File: config.mk
export PLATFORM = sky130hd
export DESIGN_NAME = mem_access_unit
export DESIGN_NICKNAME = d
export VERILOG_FILES = /design/src/rtl/mem_access_pkg.sv /design/src/rtl/mem_align.sv /design/src/rtl/mem_access_unit.sv
export SDC_FILE = /design/constraint.sdc
export NUM_CORES = 1
export LEC_CHECK = 0
export ABC_AREA = 1
export BUFFER_PORTS_ARGS = -buffer_cell sky130_fd_sc_hd__buf_4
export CAP_MARGIN = 10
export CORE_MARGIN = 1
export CORE_UTILIZATION = 35
export CTS_CLUSTER_SIZE = 10
export DETAILED_ROUTE_END_ITERATION = 7
export PLACE_DENSITY = 0.63
export SLEW_MARGIN = 20
export SYNTH_ARGS = -nofsm -noshare
export SYNTH_HDL_FRONTEND = slang
export SYNTH_SLANG_ARGS = --single-unit
File: constraint.sdc
create_clock -name stg_clk -period 3 [get_ports stg_clk]
set_input_delay 0.45 -clock stg_clk [delete_from_list [all_inputs] [get_ports stg_clk]]
set_output_delay 0.45 -clock stg_clk [all_outputs]
set_load 0.02 [all_outputs]
File: src/rtl/mem_access_pkg.sv
// Shared definitions for the memory-access stage.
//   - funct3 encodings for load/store size and sign
//   - FSM state encoding for mem_access_unit
package mem_access_pkg;

    localparam logic [2:0] F3_B  = 3'b000;
    localparam logic [2:0] F3_H  = 3'b001;
    localparam logic [2:0] F3_W  = 3'b010;
    localparam logic [2:0] F3_BU = 3'b100;
    localparam logic [2:0] F3_HU = 3'b101;

    typedef enum logic [1:0] {
        IDLE = 2'd0,
        BUSY = 2'd1,
        DONE = 2'd2
    } state_t;

endpackage

File: src/rtl/mem_align.sv
// Combinational access formatter.
//   rd_memory, wr_memory : operation type, used for legality only
//   funct3               : access size/sign
//   addr_lo              : address[1:0], byte lane selection
//   rs2_data             : store source data
//   rdata                : raw bus read word
//   wdata                : store data replicated across all lanes
//   be                   : byte enables for the access
//   load_ext             : selected and extended load result
//   misaligned           : access crosses its natural alignment
//   illegal              : funct3 invalid for the op, or rd and wr together
module mem_align
    import mem_access_pkg::*;
(
    input  logic        rd_memory,
    input  logic        wr_memory,
    input  logic [2:0]  funct3,
    input  logic [1:0]  addr_lo,
    input  logic [31:0] rs2_data,
    input  logic [31:0] rdata,
    output logic [31:0] wdata,
    output logic [3:0]  be,
    output logic [31:0] load_ext,
    output logic        misaligned,
    output logic        illegal
);

    logic [7:0]  byte_sel;
    logic [15:0] half_sel;

    // Lane picked by the low address bits; shift amount is lane * width.
    assign byte_sel = rdata[{addr_lo, 3'b000} +: 8];
    assign half_sel = rdata[{addr_lo[1], 4'b0000} +: 16];

    assign illegal = (rd_memory & wr_memory)
                   | (funct3 == 3'b011) | (funct3 == 3'b110) | (funct3 == 3'b111)
                   | (wr_memory & funct3[2]);

    always_comb begin
        // NOTE: every output gets a default first so no path leaves one unassigned (no latch).
        wdata      = 32'h0;
        be         = 4'b0000;
        load_ext   = 32'h0;
        misaligned = 1'b0;
        case (funct3)
            F3_B, F3_BU: begin
                wdata    = {4{rs2_data[7:0]}};
                be       = 4'b0001 << addr_lo;
                load_ext = (funct3 == F3_B) ? {{24{byte_sel[7]}}, byte_sel}
                                            : {24'h0, byte_sel};
            end
            F3_H, F3_HU: begin
                wdata      = {2{rs2_data[15:0]}};
                be         = 4'b0011 << {addr_lo[1], 1'b0};
                load_ext   = (funct3 == F3_H) ? {{16{half_sel[15]}}, half_sel}
                                              : {16'h0, half_sel};
                misaligned = addr_lo[0];
            end
            F3_W: begin
                wdata      = rs2_data;
                be         = 4'b1111;
                load_ext   = rdata;
                misaligned = (addr_lo != 2'b00);
            end
            default: ;
        endcase
    end

endmodule

File: src/rtl/mem_access_unit.sv
// Memory stage: turns EX/MEM load/store requests into a req/ready bus
// handshake and stalls the pipeline until the access completes.
//   stg_clk, reset_n      : clock, async active-low reset
//   rd_memory, wr_memory  : load / store request
//   funct3_, address      : access size/sign, byte address
//   rs2_data              : store data
//   dmem_*                : registered bus request; dmem_ready/dmem_rdata return
//   load_data, load_valid : extended load result and its one-cycle strobe
//   mem_stall             : holds the upstream latch while an access is pending
//   err_misaligned/illegal: combinational fault flags (IDLE only)
//   err_bus               : one-cycle pulse when the bus times out
module mem_access_unit
    import mem_access_pkg::*;
#(
    parameter int TIMEOUT_CYCLES = 16,
    parameter int CNT_W          = 5
) (
    input  logic        stg_clk,
    input  logic        reset_n,
    input  logic        rd_memory,
    input  logic        wr_memory,
    input  logic [2:0]  funct3_,
    input  logic [31:0] address,
    input  logic [31:0] rs2_data,
    output logic        dmem_req,
    output logic        dmem_we,
    output logic [31:0] dmem_addr,
    output logic [31:0] dmem_wdata,
    output logic [3:0]  dmem_be,
    input  logic        dmem_ready,
    input  logic [31:0] dmem_rdata,
    output logic [31:0] load_data,
    output logic        load_valid,
    output logic        mem_stall,
    output logic        err_misaligned,
    output logic        err_illegal,
    output logic        err_bus
);

    state_t           state;
    logic [CNT_W-1:0] cnt;
    logic             op;
    logic             start;
    logic [31:0]      fmt_wdata;
    logic [3:0]       fmt_be;
    logic [31:0]      load_ext;
    logic             misaligned;
    logic             illegal;

    // Upstream latch is frozen while stalled, so the live inputs stay valid
    // for load extraction throughout BUSY.
    mem_align u_align (
        .rd_memory  (rd_memory),
        .wr_memory  (wr_memory),
        .funct3     (funct3_),
        .addr_lo    (address[1:0]),
        .rs2_data   (rs2_data),
        .rdata      (dmem_rdata),
        .wdata      (fmt_wdata),
        .be         (fmt_be),
        .load_ext   (load_ext),
        .misaligned (misaligned),
        .illegal    (illegal)
    );

    assign op    = rd_memory | wr_memory;
    assign start = op & ~misaligned & ~illegal;

    // DONE drops the stall so the latch advances exactly once per access.
    assign mem_stall      = ((state == IDLE) & start) | (state == BUSY);
    assign err_misaligned = (state == IDLE) & op & misaligned;
    assign err_illegal    = (state == IDLE) & op & illegal;

    always_ff @(posedge stg_clk or negedge reset_n) begin
        if (!reset_n) begin
            state      <= IDLE;
            cnt        <= '0;
            dmem_req   <= 1'b0;
            dmem_we    <= 1'b0;
            dmem_addr  <= 32'h0;
            dmem_wdata <= 32'h0;
            dmem_be    <= 4'b0000;
            load_data  <= 32'h0;
            load_valid <= 1'b0;
            err_bus    <= 1'b0;
        end else begin
            // NOTE: non-blocking assignments so every register samples pre-edge values.
            load_valid <= 1'b0;
            err_bus    <= 1'b0;
            case (state)
                IDLE: begin
                    if (start) begin
                        dmem_req   <= 1'b1;
                        dmem_we    <= wr_memory;
                        dmem_addr  <= {address[31:2], 2'b00};
                        dmem_wdata <= wr_memory ? fmt_wdata : 32'h0;
                        dmem_be    <= fmt_be;
                        cnt        <= '0;
                        state      <= BUSY;
                    end
                end
                BUSY: begin
                    // Ready takes priority over a coincident timeout.
                    if (dmem_ready) begin
                        dmem_req <= 1'b0;
                        if (!dmem_we) begin
                            load_data  <= load_ext;
                            load_valid <= 1'b1;
                        end
                        state <= DONE;
                    end else if (cnt == CNT_W'(TIMEOUT_CYCLES - 1)) begin
                        dmem_req <= 1'b0;
                        err_bus  <= 1'b1;
                        state    <= DONE;
                    end else begin
                        cnt <= cnt + 1'b1;
                    end
                end
                DONE:    state <= IDLE;
                default: state <= IDLE;
            endcase
        end
    end

endmodule

=== Yosys cells after proc, flatten, opt, wreduce, memory -nomap -nowiden ===
Cells that the tools add are included.

* Flip-flop bits (word level): 109
* Output and inout port bits: 107
* Input port bits: 104

* Bitwise logic cells: 17
* Shifts and indexed selects: 4
* Multiplexer cells: 25
* Reductions and logical operators: 11
* Add/sub/neg operators: 1
* Eq/ne operators: 13

{| class="wikitable"
|+ Operator list
! kind !! count
|-
| $pmux W32 S3 || 2
|-
| $mux W32 || 3
|-
| $shiftx A32 B6 Y16 || 1
|-
| $shiftx A32 B6 Y8 || 1
|-
| $mux W5 || 3
|-
| $eq A3 B3 Y1 const B || 4
|-
| $pmux W4 S3 || 1
|-
| $pmux W5 S2 || 1
|-
| $mux W1 || 9
|-
| $and A1 B1 Y1 || 8
|-
| $eq A3 B2 Y1 const B || 2
|-
| $mux W2 || 3
|-
| $ne A2 B2 Y1 const B || 3
|-
| $or A1 B1 Y1 || 6
|-
| $reduce_and A3 Y1 || 2
|-
| $add A5 B1 Y5 const B || 1
|-
| $eq A5 B4 Y1 const B || 1
|-
| $pmux W1 S2 || 2
|-
| $pmux W2 S2 || 1
|-
| $reduce_and A2 Y1 || 2
|-
| $reduce_and A4 Y1 || 1
|-
| $reduce_bool A2 Y1 || 2
|-
| $reduce_or A2 Y1 || 2
|-
| $shl A1 B2 Y4 const A || 1
|-
| other kinds (7) || 9
|}

=== Depth between registers and ports, before layout ===
* Word-level depth: 9
* Depth in mapped cells: 12
* Mapped depth without buffers: 10

=== By module ===
A second synthesis with hierarchy kept.

* Cells, all modules: 897
* Area, all modules: 6120.9 µm²

{| class="wikitable"
|+ Modules (own cells, without submodules)
! module !! instances !! area an instance (µm²) !! cells each !! sequential area each (µm²)
|-
| mem_access_unit || 1 || 4458.0 || 489 || 2727.6
|-
| mem_align || 1 || 1662.8 || 408 || 0.0
|}

=== Worst setup path before layout ===
Ideal clock, no wire load.

* Path type: input port to output port
* Start point: input port wr_memory
* End point: output port mem_stall
* Buffers on the path: 2
* Data arrival time: 1.423 ns
* Slack: 1.127 ns
* Cell stages on the path: 8
* Cell sequence: buf_2 > nor2_1 > nor2_1 > inv_1 > nor2_1 > nand2_4 > buf_2 > nand2_1

* Word-level cells in the longest chain between the ends: 9
* Elaborated cells between the ends (all ways): 12

{| class="wikitable"
|+ Ends and longest elaborated chain
! what !! line !! RTL
|-
| from (decl) || mem_access_unit.sv:21 || <nowiki>input logic wr_memory,</nowiki>
|-
| $and A1 B1 Y1 || mem_align.sv:35 || <nowiki>assign illegal = (rd_memory & wr_memory)</nowiki>
|-
| $or A1 B1 Y1 (3 in a row) || mem_align.sv:36 || <nowiki>| (funct3 == 3'b011) | (funct3 == 3'b110) | (funct3 == 3'b111)</nowiki>
|-
| $or A1 B1 Y1 || mem_align.sv:37 || <nowiki>| (wr_memory & funct3[2]);</nowiki>
|-
| $not A1 Y1 || mem_access_unit.sv:67 || <nowiki>assign start = op & ~misaligned & ~illegal;</nowiki>
|-
| $and A1 B1 Y1 * || mem_access_unit.sv:67 ||
|-
| $and A1 B1 Y1 * || mem_access_unit.sv:70 || <nowiki>assign mem_stall = ((state == IDLE) & start) | (state == BUSY);</nowiki>
|-
| $or A1 B1 Y1 * || mem_access_unit.sv:70 ||
|-
| to (decl) || mem_access_unit.sv:34 || <nowiki>output logic mem_stall,</nowiki>
|}

Every way passes the cells marked *; elsewhere a longest branch is shown, timed or not.

=== Worst setup path in the final report ===
* Start point: input port address[1]
* End point: output port mem_stall

* Word-level cells in the longest chain between the ends: 7

{| class="wikitable"
|+ Ends and longest elaborated chain
! what !! line !! RTL
|-
| from (decl) || mem_access_unit.sv:23 || <nowiki>input logic [31:0] address,</nowiki>
|-
| $reduce_bool A2 Y1 || mem_align.sv:63 || <nowiki>misaligned = (addr_lo != 2'b00);</nowiki>
|-
| $pmux W1 S2 || mem_align.sv:45 || <nowiki>case (funct3)</nowiki>
|-
| $not A1 Y1 || mem_access_unit.sv:67 ||
|-
| $and A1 B1 Y1 (2 in a row) || mem_access_unit.sv:67 ||
|-
| $and A1 B1 Y1 || mem_access_unit.sv:70 ||
|-
| $or A1 B1 Y1 || mem_access_unit.sv:70 ||
|}

No other way between the ends.

==> reports/results.tsv <==
stage	metric	value	unit
floorplan	core_area	16500	um2
logic_synthesis	ys_seq_area_frac	0.460	
worst_setup_path	rr_worst_depth	10	
grt	grt_max_degree	75	
grt	grt_usage	0.219	
drt	vias_per_cell	4.60	
logic_synthesis	syn_inst	885	
worst_setup_path	cpMostUsedCell	nand2_1	
placement	post-place-ws	688	ps
worst_setup_path	startpoint	address[1]	
clock_network	htreeDepth	3	
logic_synthesis	syn-cell-area	5920	um2
layout	fill_cells	1733	
worst_setup_path	path_cells	buf_4 > inv_2 > nand2_1 > nand3_1 > nand2_1 > inv_2 > nand2_4 > nand2_1 > buf_4	
drt	ant_nets	0	
worst_setup_path	crit-reg2reg-launch	cnt[0]	
logic_synthesis	ys_ff_latch	109	
layout	area_growth_syn_to_layout	33.4	%
clock_network	cts_buffer_depth	2	
clock_network	ctsResizeCount	0	
sta	slew_headroom	0.330	
layout	antenna_cells	0	
sta	hold_ws	120	ps
power	p_leak	4.69	nW
clock_network	numCtsBuffers	9	
floorplan	die_w	132	um
drt	route.detailed.drc	0	
clock_network	holdBufCountCts	0	
power	power.density	782	nW/um2
floorplan	core.rowCount	47	
hold_path	hold_class	input port to async pin	
sta	max_freq	440	MHz
grt	grt_overflow	0	
worst_setup_path	cp_slowest_cell	inv_2	
sta	rsz0062_at_grt	no	
logic_synthesis	synth_edf_count	0	
worst_setup_path	required	2550	ps
layout	final_nets	1169	
grt	antenna_found_initial	0	
logic_synthesis	synth_top_area_frac	0.460	
logic_synthesis	synth_common_cells	nand2_1 (486), dfrtp_1 (109), nand3_1 (80)	
logic_synthesis	ys.flop_type	dfrtp_1	
placement	dp.final_hpwl	13.0	mm
layout	layout-drive-gt1-share	0.232	
worst_setup_path	critPathArrivalTime	1820	ps
status	outcome	complete, no violations	
clock_network	cts_tree	done	
sta	final-max-slew-violation-count	0	
logic_synthesis	ys_warn_count	0	
logic_synthesis	syn_area_per_cell	6.69	um2
logic_synthesis	async_flop_share	1.00	
worst_setup_path	critPathMaxStageDelay	390	ps
drt	firstDrtPassIters	7	
worst_setup_path	worstPathMaxFanout	29	
worst_setup_path	reg2reg_slack	1130	ps
clock_network	cts.sinks	109	
clock_network	path_clk_slew	80	ps
drt	wl_per_cell	14.5	um
drt	vias	5924	
sta	fin_ws	725	ps
power	vdd_drop_max	0.000456	V
floorplan	initial_core_util	0.358	
flow_run	maxCapViolations	0	
drt	drt_iter0_drc	478	
sta	worst_pin_slew	1000	ps
placement	port_buffers	208	
logic_synthesis	synth_most_common_cell	nand2_1	
sta	finalCriticalPeriod	2270	ps
sta	min_period_over_period	0.758	
logic_synthesis	yosysTopAreaCell	dfrtp_1	
worst_setup_path	cp-end-kind	primary output	
worst_setup_path	critPathKind	input port to primary output	
grt	grt_pass1_wl	30.0	mm
drt	wirelength	18.7	mm
clock_network	cts_root_buf	clkbuf_16	
sta	hold_viol	0	
floorplan	io_pins	211	
floorplan	die_h	132	um
floorplan	dieArea	17400	um2
clock_network	clk_latency	360	ps
sta	skew	8.27	ps
logic_synthesis	synth_area_leaders	dfrtp_1 (46%), nand2_1 (31%), nand3_1 (6.8%), inv_1 (3.5%), nor2_1 (2.7%)	
sta	finalSetupTns	0	ps
grt	grt_pass1_vias	5457	
worst_setup_path	critPathLaunchType	input port	
placement	place_congestion	0.845	
sta	setup-violations-final	0	
logic_synthesis	ys_types	24	
clock_network	cts_setup_buffers	0	
## critical path: cells and delay by family
family / cells / cell delay, ps
buffers and inverters: 4 / 840
and+or+nand+nor: 5 / 520
## sequential cells by signal, indices dropped and copies added, names as in the netlist
name        flops
dmem_wdata     32
load_data      32
dmem_addr      30
cnt             5
dmem_be         4
state           2
dmem_req        1
dmem_we         1
err_bus         1
load_valid      1
## area by class of cell
class                      instances  area, um2  area share
clock inverter                     6       60.1     0.00760
sequential                       109       2730       0.345
clock buffer                       9        225      0.0285
tap                              220        275      0.0348
timing repair buffer             218       1660       0.210
multi-input combinational        664       2720       0.344
inverter                          61        231      0.0293
## cells in the final DEF, fill, tap and decap left out, types with 3 or more instances in the layout
cell type    n
inv_1       56
clkbuf_16    9
o21ai_0     14
nand3_1     80
dfrtp_1    109
inv_2        4
nand2_1    486
nor2_1      42
nor3_1       5
nor2_4       3
a21oi_1      9
o21ai_1     13
buf_4      216
## worst paths after layout
kind / to
setup reg to reg: cnt[2]
max in group asynchronous: dmem_addr[9]
hold / removal: load_data[30]
hold reg to reg: dmem_addr[9]
min in group stg_clk: err_bus
setup / recovery: mem_stall
## cells by family after synthesis
logic type / after synthesis / synth area share
buf+inv: 113 / 0.0830
other cells: 1 / 0.000633
simple gates: 624 / 0.421
flops: 109 / 0.460
fa+ha+maj: 2 / 0.00422
compound gates: 36 / 0.0304
## power breakdown
part           switching, mW  total, mW  leakage (nW)  internal (mW)
sequential             0.324       2.34          1.43           2.01
clock                  0.610       1.19         0.133          0.578
combinational           1.57       2.65          3.13           1.08
total                   2.51       6.18          4.69           3.67
## routing by layer
metal | part of all wire | global-route usage
met4 | 0.018 | 0.0749
met5 | 0 | 0
met2 | 0.45 | 0.333
met1 | 0.46 | 0.308
met3 | 0.064 | 0.0450
## through the flow
stage	total power, mW	area, um2	utilization	std cells
CTS	6.24	7900	0.478	1287
finish	6.18	7900	0.478	1287
floorplan	3.76	5930	-	886
global placement	5.01	7610	0.461	1272
detailed placement	5.04	7610	0.461	1272
global route	6.57	7900	0.478	1287
Power figures use the tool's default switching activity.
